<file path="src/rtl/gaussian_blur_dma_pkg.sv">
// Shared types and widths for the Gaussian_Blur stream master.
// Pixels travel as {sof, R, G, B}; results are full 32-bit words.
package gaussian_blur_dma_pkg;

  typedef enum logic [1:0] {
    S_IDLE = 2'd0,
    S_RUN  = 2'd1,
    S_DONE = 2'd2
  } state_t;

  localparam int RGB_W        = 24;
  localparam int RGB_FLAG_BIT = 24;
  localparam int PIX_W        = RGB_W + 1;
  localparam int RESULT_W     = 32;

endpackage

</file>
<file path="src/rtl/gaussian_blur_dma_fifo.sv">
// Pixel prefetch FIFO between the source SRAM and the blur rgb channel.
// A pop on full frees the slot the same-cycle push lands in.
module blur_pix_fifo #(
  parameter int D = 4,
  parameter int W = 25
) (
  input  logic                   i_clk,
  input  logic                   i_rst,
  input  logic                   i_push,
  input  logic [W-1:0]           i_push_data,
  input  logic                   i_pop,
  output logic [W-1:0]           o_head,
  output logic [$clog2(D):0]     o_count,
  output logic                   o_full,
  output logic                   o_empty
);

  localparam int AW = $clog2(D);
  localparam int CW = AW + 1;

  logic [W-1:0]  mem [D];
  logic [AW-1:0] wr_ptr;
  logic [AW-1:0] rd_ptr;
  logic [CW-1:0] count;
  logic          do_push;
  logic          do_pop;

  always_comb begin
    do_pop  = i_pop & ~o_empty;
    do_push = i_push & (~o_full | do_pop);
  end

  always_ff @(posedge i_clk) begin
    if (i_rst) begin
      wr_ptr <= '0;
      rd_ptr <= '0;
      count  <= '0;
    end else begin
      if (do_push)
        wr_ptr <= wr_ptr + AW'(1);
      if (do_pop)
        rd_ptr <= rd_ptr + AW'(1);
      count <= count + CW'(do_push) - CW'(do_pop);
    end
  end

  always_ff @(posedge i_clk) begin
    if (do_push)
      mem[wr_ptr] <= i_push_data;
  end

  assign o_head  = mem[rd_ptr];
  assign o_count = count;
  assign o_full  = (count == CW'(D));
  assign o_empty = (count == '0);

endmodule

</file>
<file path="src/rtl/gaussian_blur_dma.sv">
// Stream master: source SRAM -> blur rgb channel, blur result
// channel -> destination SRAM, one job per start pulse.
module gaussian_blur_dma
  import gaussian_blur_dma_pkg::*;
#(
  parameter int ADDR_W = 16,
  parameter int FIFO_D = 4
) (
  input  logic                i_clk,
  input  logic                i_rst,
  input  logic                i_start,
  input  logic [ADDR_W-1:0]   i_src_base,
  input  logic [ADDR_W-1:0]   i_dst_base,
  input  logic [ADDR_W-1:0]   i_num_pix,
  output logic                o_busy,
  output logic                o_done,
  output logic                o_rd_en,
  output logic [ADDR_W-1:0]   o_rd_addr,
  input  logic [RGB_W-1:0]    i_rd_data,
  output logic                o_wr_en,
  output logic [ADDR_W-1:0]   o_wr_addr,
  output logic [RESULT_W-1:0] o_wr_data,
  output logic                o_rgb_vld,
  output logic [PIX_W-1:0]    o_rgb_data,
  input  logic                i_rgb_busy,
  input  logic                i_result_vld,
  input  logic [RESULT_W-1:0] i_result_data,
  output logic                o_result_busy
);

  localparam int CW = $clog2(FIFO_D) + 1;
  localparam logic [CW:0] OCC_MAX = (CW+1)'(FIFO_D);

  state_t            state;
  logic [ADDR_W-1:0] src_base;
  logic [ADDR_W-1:0] dst_base;
  logic [ADDR_W-1:0] num_pix;
  logic [ADDR_W-1:0] rd_cnt;
  logic [ADDR_W-1:0] wr_cnt;
  logic              inflight;
  logic              inflight_sof;

  logic [CW-1:0]     fifo_count;
  logic              fifo_full;
  logic              fifo_empty;
  logic [PIX_W-1:0]  fifo_head;
  logic              fifo_flush;

  logic              start_ok;
  logic              rgb_xfer;
  logic              res_xfer;
  logic              rd_issue;
  logic              last_wr;
  logic [CW:0]       occ;

  always_comb begin
    start_ok = (state == S_IDLE) & i_start;
    rgb_xfer = ~fifo_empty & ~i_rgb_busy;
    res_xfer = (state == S_RUN) & i_result_vld;
    // occupancy counts pixels already requested but not yet pushed
    occ      = {1'b0, fifo_count}
             + (CW+1)'(inflight)
             - (CW+1)'(rgb_xfer);
    rd_issue = (state == S_RUN)
             & (rd_cnt < num_pix)
             & (occ < OCC_MAX);
    last_wr  = res_xfer
             & ((wr_cnt + ADDR_W'(1)) == num_pix);
  end

  always_ff @(posedge i_clk) begin
    if (i_rst) begin
      state        <= S_IDLE;
      src_base     <= '0;
      dst_base     <= '0;
      num_pix      <= '0;
      rd_cnt       <= '0;
      wr_cnt       <= '0;
      inflight     <= 1'b0;
      inflight_sof <= 1'b0;
    end else begin
      inflight     <= rd_issue;
      inflight_sof <= rd_issue & (rd_cnt == '0);
      unique case (state)
        S_IDLE: begin
          if (i_start) begin
            src_base <= i_src_base;
            dst_base <= i_dst_base;
            num_pix  <= i_num_pix;
            rd_cnt   <= '0;
            wr_cnt   <= '0;
            state    <= (i_num_pix == '0) ? S_DONE : S_RUN;
          end
        end
        S_RUN: begin
          if (rd_issue)
            rd_cnt <= rd_cnt + ADDR_W'(1);
          if (res_xfer)
            wr_cnt <= wr_cnt + ADDR_W'(1);
          if (last_wr)
            state <= S_DONE;
        end
        S_DONE:  state <= S_IDLE;
        default: state <= S_IDLE;
      endcase
    end
  end

  // a new job never inherits pixels left over from an aborted one
  assign fifo_flush = i_rst | start_ok;

  blur_pix_fifo #(
    .D (FIFO_D),
    .W (PIX_W)
  ) u_fifo (
    .i_clk       (i_clk),
    .i_rst       (fifo_flush),
    .i_push      (inflight),
    .i_push_data ({inflight_sof, i_rd_data}),
    .i_pop       (rgb_xfer),
    .o_head      (fifo_head),
    .o_count     (fifo_count),
    .o_full      (fifo_full),
    .o_empty     (fifo_empty)
  );

  assign o_busy        = (state == S_RUN);
  assign o_done        = (state == S_DONE);
  assign o_rd_en       = rd_issue;
  assign o_rd_addr     = rd_issue ? src_base + rd_cnt : '0;
  assign o_wr_en       = res_xfer;
  assign o_wr_addr     = res_xfer ? dst_base + wr_cnt : '0;
  assign o_wr_data     = res_xfer ? i_result_data : '0;
  assign o_rgb_vld     = ~fifo_empty;
  assign o_rgb_data    = fifo_empty ? '0 : fifo_head;
  assign o_result_busy = (state != S_RUN);

endmodule
</file>
<file path="config.mk">
export PLATFORM = sky130hd
export DESIGN_NAME = gaussian_blur_dma
export DESIGN_NICKNAME = d
export VERILOG_FILES = /design/src/rtl/gaussian_blur_dma_pkg.sv /design/src/rtl/gaussian_blur_dma_fifo.sv /design/src/rtl/gaussian_blur_dma.sv
export SDC_FILE = /design/constraint.sdc
export NUM_CORES = 1
export LEC_CHECK = 0
export BUFFER_PORTS_ARGS = -buffer_cell sky130_fd_sc_hd__buf_2
export CORE_AREA = 2 2 148 150
export CTS_CLUSTER_DIAMETER = 60
export DETAILED_ROUTE_END_ITERATION = 6
export DIE_AREA = 0 0 150 152
export PLACE_DENSITY = 0.8
export SYNTH_ARGS = -nofsm -noshare
export SYNTH_HDL_FRONTEND = slang
export SYNTH_SLANG_ARGS = --single-unit
</file>
<file path="constraint.sdc">
create_clock -name i_clk -period 5.4 [get_ports i_clk]
set_input_delay 0.27 -clock i_clk [delete_from_list [all_inputs] [get_ports i_clk]]
set_output_delay 0.27 -clock i_clk [all_outputs]
set_load 0.1 [all_outputs]
</file>
==> metrics.md <==
| Metric | Value |
|---|---|
| Power per Cell Area | `a little under 400 mW/mm^2` |
| Most numerous cell in the Yosys netlist | `nand2_1` |
| Post-DP Area | `approximately 0.011 mm^2` |
| Crit path from | `u_fifo.o_count[1]` |
| Critical Path Sink | `o_rd_addr[14]` |
| Critical path's slowest cell | `buf_2` |
| Peak VDD IR | `206 uV` |
| Final Skew | `0.0160 ns` |
| FFs w/ async S/R, synth | `0` |
| P_sw | `1980 uW` |
| Root Driver | `clkbuf_16` |
| Nets | `1361` |
| Antenna Nets Post-Route | `0` |
| Power, Total | `between 4000 and 5000 uW` |
| CTS tree | `done` |
| Layout cell share with drive strength beyond 1 | `0.238` |
| First DRT Iteration DRCs | `682` |
| Critical path fanouts, max | `28` |
| Remaining Overflow, GRT | `0` |
| Commonest cells in the netlist | `nand2_1, edfxtp_1, dfxtp_1` |
| Final hold vios | `0` |
| Max_slew headroom | `0.259` |
| Syn nets | `1174` |
| Setup TNS | `0 ns` |
| Switching Share | `0.422` |
| RSZ-0062 raised after global routing | `no` |
| Placer Congestion | `0.936` |
| Register share of total power | `0.358` |
| Sequential fraction of the synthesis area | `0.477` |
| Slew Limit Fails | `0` |
| Hold Path Class | `input pin to flip-flop` |
| Die height | `around 150 um` |
| Routed WL | `between 20000 and 25000 um` |
| DR vias/cell | `about 5.5` |
| Crit-path leading delay family | `buffers and inverters` |
| Placed insts | `1453` |
| CTS Buffer Depth | `2` |
| Share of the clock period used by the worst path | `0.751` |
| Primary FF master, synth | `edfxtp_1` |
| Core box area | `0.0214 mm^2` |
| Cell count after synthesis | `1005` |
| Met3 Use GR | `0.0381` |
| Hold buffer count at cts | `0` |
| Critical setup path kind | `flip-flop to output port` |
| Register-to-register setup slack | `2.29 ns` |
| P_leak | `0.00518 uW` |
| Crit Reg-Reg Startpoint | `u_fifo.o_count[1]` |
| Yosys top cell by area | `edfxtp_1` |
| Min-delay src | `i_rd_data[20]` |
| Routed len/inst | `about 16 um` |
| Crit path launch type | `flip-flop` |
| Clk pwr share | `0.281` |
| Initial antenna violation count | `2` |
| Max Fclk | `0.247 GHz` |
| Number of flops mapped to enable cells by yosys | `100` |
| CTS sink count | `193` |
| Total track usage | `0.215` |
| Syn Area/Cell | `10.2 um^2` |
| Post-CTS Setup Inserts | `0` |
| Clk_lat worst skew | `0.44 ns` |
| Utilization after layout | `0.567` |
| Global-route wire length before repair | `38900 um` |
| Combinational share of power | `0.362` |
| I/O pins | `204` |
| Critical path data arrival time | `3.79 ns` |
| P_int | `2710 uW` |
| Pin count of the biggest net entering global routing | `74` |
| DRC violations left | `0` |
| Number of max-cap violations | `0` |
| Vias in the first global route | `7956` |
| Status | `finished, final reports clean` |
| Effective utilization at floorplan | `0.478` |
| Synthesized cell area | `0.0102 mm^2` |
| Register bit total from synthesis | `193` |
| Layer with the highest usage | `met2` |
| CP Depth | `14` |
| H-tree Lvls | `4` |
| CP endpoint kind | `output port` |
| Port Buffers | `203` |
| R2r worst-path depth | `13` |
| First-pass detailed-route iteration total | `5` |
| CTS Buf Count | `17` |
| Met1 Usage GRT | `0.262` |
| Fin crit period | `4.06 ns` |
| Largest stage delay, worst path | `around 0.45 ns` |
| Worst slew pin tran | `1.11 ns` |
| Cell area after layout | `0.0121 mm^2` |
| Die X | `~150 um` |
| Via count | `around 8k` |
| CP Cell Sequence | `nor3_2 > buf_4 > nor2_1 > ha_1 > inv_1 > ha_1 > and3b_1 > nor4_2 > o21ai_1 > a21o_1 > inv_1 > nand2b_1 > mux2i_1 > buf_2` |
| R2R Path End | `rd_cnt[13]` |
| Area contributors post-synth | `edfxtp_1, dfxtp_1, ha_1` |
| # rows | `54` |
| Met2 usage | `0.381` |
| Unique masters post-synth | `64` |
| Final non-filler cell total | `1486` |
| Setup-failing EPs final | `0` |
| Layout area overhead | `18.5%` |
| Post_cts resized | `0` |
| Post-DP HPWL | `17300 um` |
| CP Buf/Inv Count | `4` |
| Synth top area share | `0.294` |
| Worst path required time | `5.13 ns` |
| Clock transition at the registers of the reported paths | `0.07 ns` |
| Die area | `0.0228 mm^2` |
| Synth warn | `0` |
-- layout make-up --
type / count / area, um^2
Inverter: 36 / 135
Fill cell: 1855 / 9260
Timing Repair Buffer: 214 / 1100
Sequential cell: 193 / 4870
Antenna cell: 1 / 2.50
Tap cell: 280 / 350
Multi-Input combinational cell: 730 / 5020
Clock buffer: 17 / 425
Clock inverter: 15 / 198
-- how the worst min path moves through the flow --
stage / depth (start not counted) / endpoint / slack, ns
after floorplan: 0 / u_fifo.mem[0][0] / 0.37
after global placement: 2 / dst_base[9] / 0.45
after detailed placement: 2 / dst_base[6] / 0.45
after CTS: 1 / u_fifo.mem[3][20] / 0.05
after global routing: 1 / u_fifo.mem[3][17] / 0.05
final: 1 / u_fifo.mem[3][20] / 0.05
-- sequential cells by signal, summed over array words and instances, names as in the netlist, 3 cells and up, named ones only --
| signal | cells |
|---|---|
| dst_base | 16 |
| num_pix | 16 |
| rd_cnt | 16 |
| src_base | 16 |
| u_fifo.mem | 100 |
| u_fifo.o_count | 3 |
| wr_cnt | 16 |
-- stage by stage --
| stage | hold slack, ns | setup WS (ns) |
|---|---|---|
| after floorplan | 0.369 | 0.264 |
| after global placement | 0.450 | 1.90 |
| after detailed placement | 0.454 | 1.81 |
| after CTS | 0.0460 | 1.34 |
| after global routing | 0.0454 | 1.08 |
| final | 0.0542 | 1.34 |
-- power groups by stage --
stage          registers (uW)  logic, uW  clock network, uW
2_1_floorplan            1680       1430                  0
3_3_place_gp             1710       1680                  0
3_5_place_dp             1720       1700                  0
4_1_cts                  1680       1710               1330
5_1_grt                  1690       1800               1390
6_report                 1680       1700               1320
-- cell families after synthesis --
| logic type | after synthesis | synth area share |
|---|---|---|
| buffers and inverters | 82 | 0.0324 |
| AO/OA/AOI/OAI | 187 | 0.115 |
| adder cells (fa/ha/maj) | 60 | 0.0758 |
| XOR/XNOR | 61 | 0.0524 |
| AND/OR/NAND/NOR | 393 | 0.189 |
| multiplexers | 29 | 0.0591 |
| flip-flops | 193 | 0.477 |
-- metal layers --
metal,wire length (um),part of all wire
met5,13,0.00053
met4,550,0.022
met3,1600,0.065
met2,12300,0.50
met1,10000,0.41
-- cell usage in the layout, fill, tap and decap left out, types with 25 or more instances in the layout --
master,n
o21ai_0,26
nor2b_1,28
dfxtp_1,92
and3_1,49
xor2_1,25
edfxtp_1,100
ha_1,57
inv_1,35
a21oi_1,86
buf_2,203
nor2_1,85
xnor2_1,36
mux4_2,25
nand2_1,132
Power figures use the tool's default switching activity.
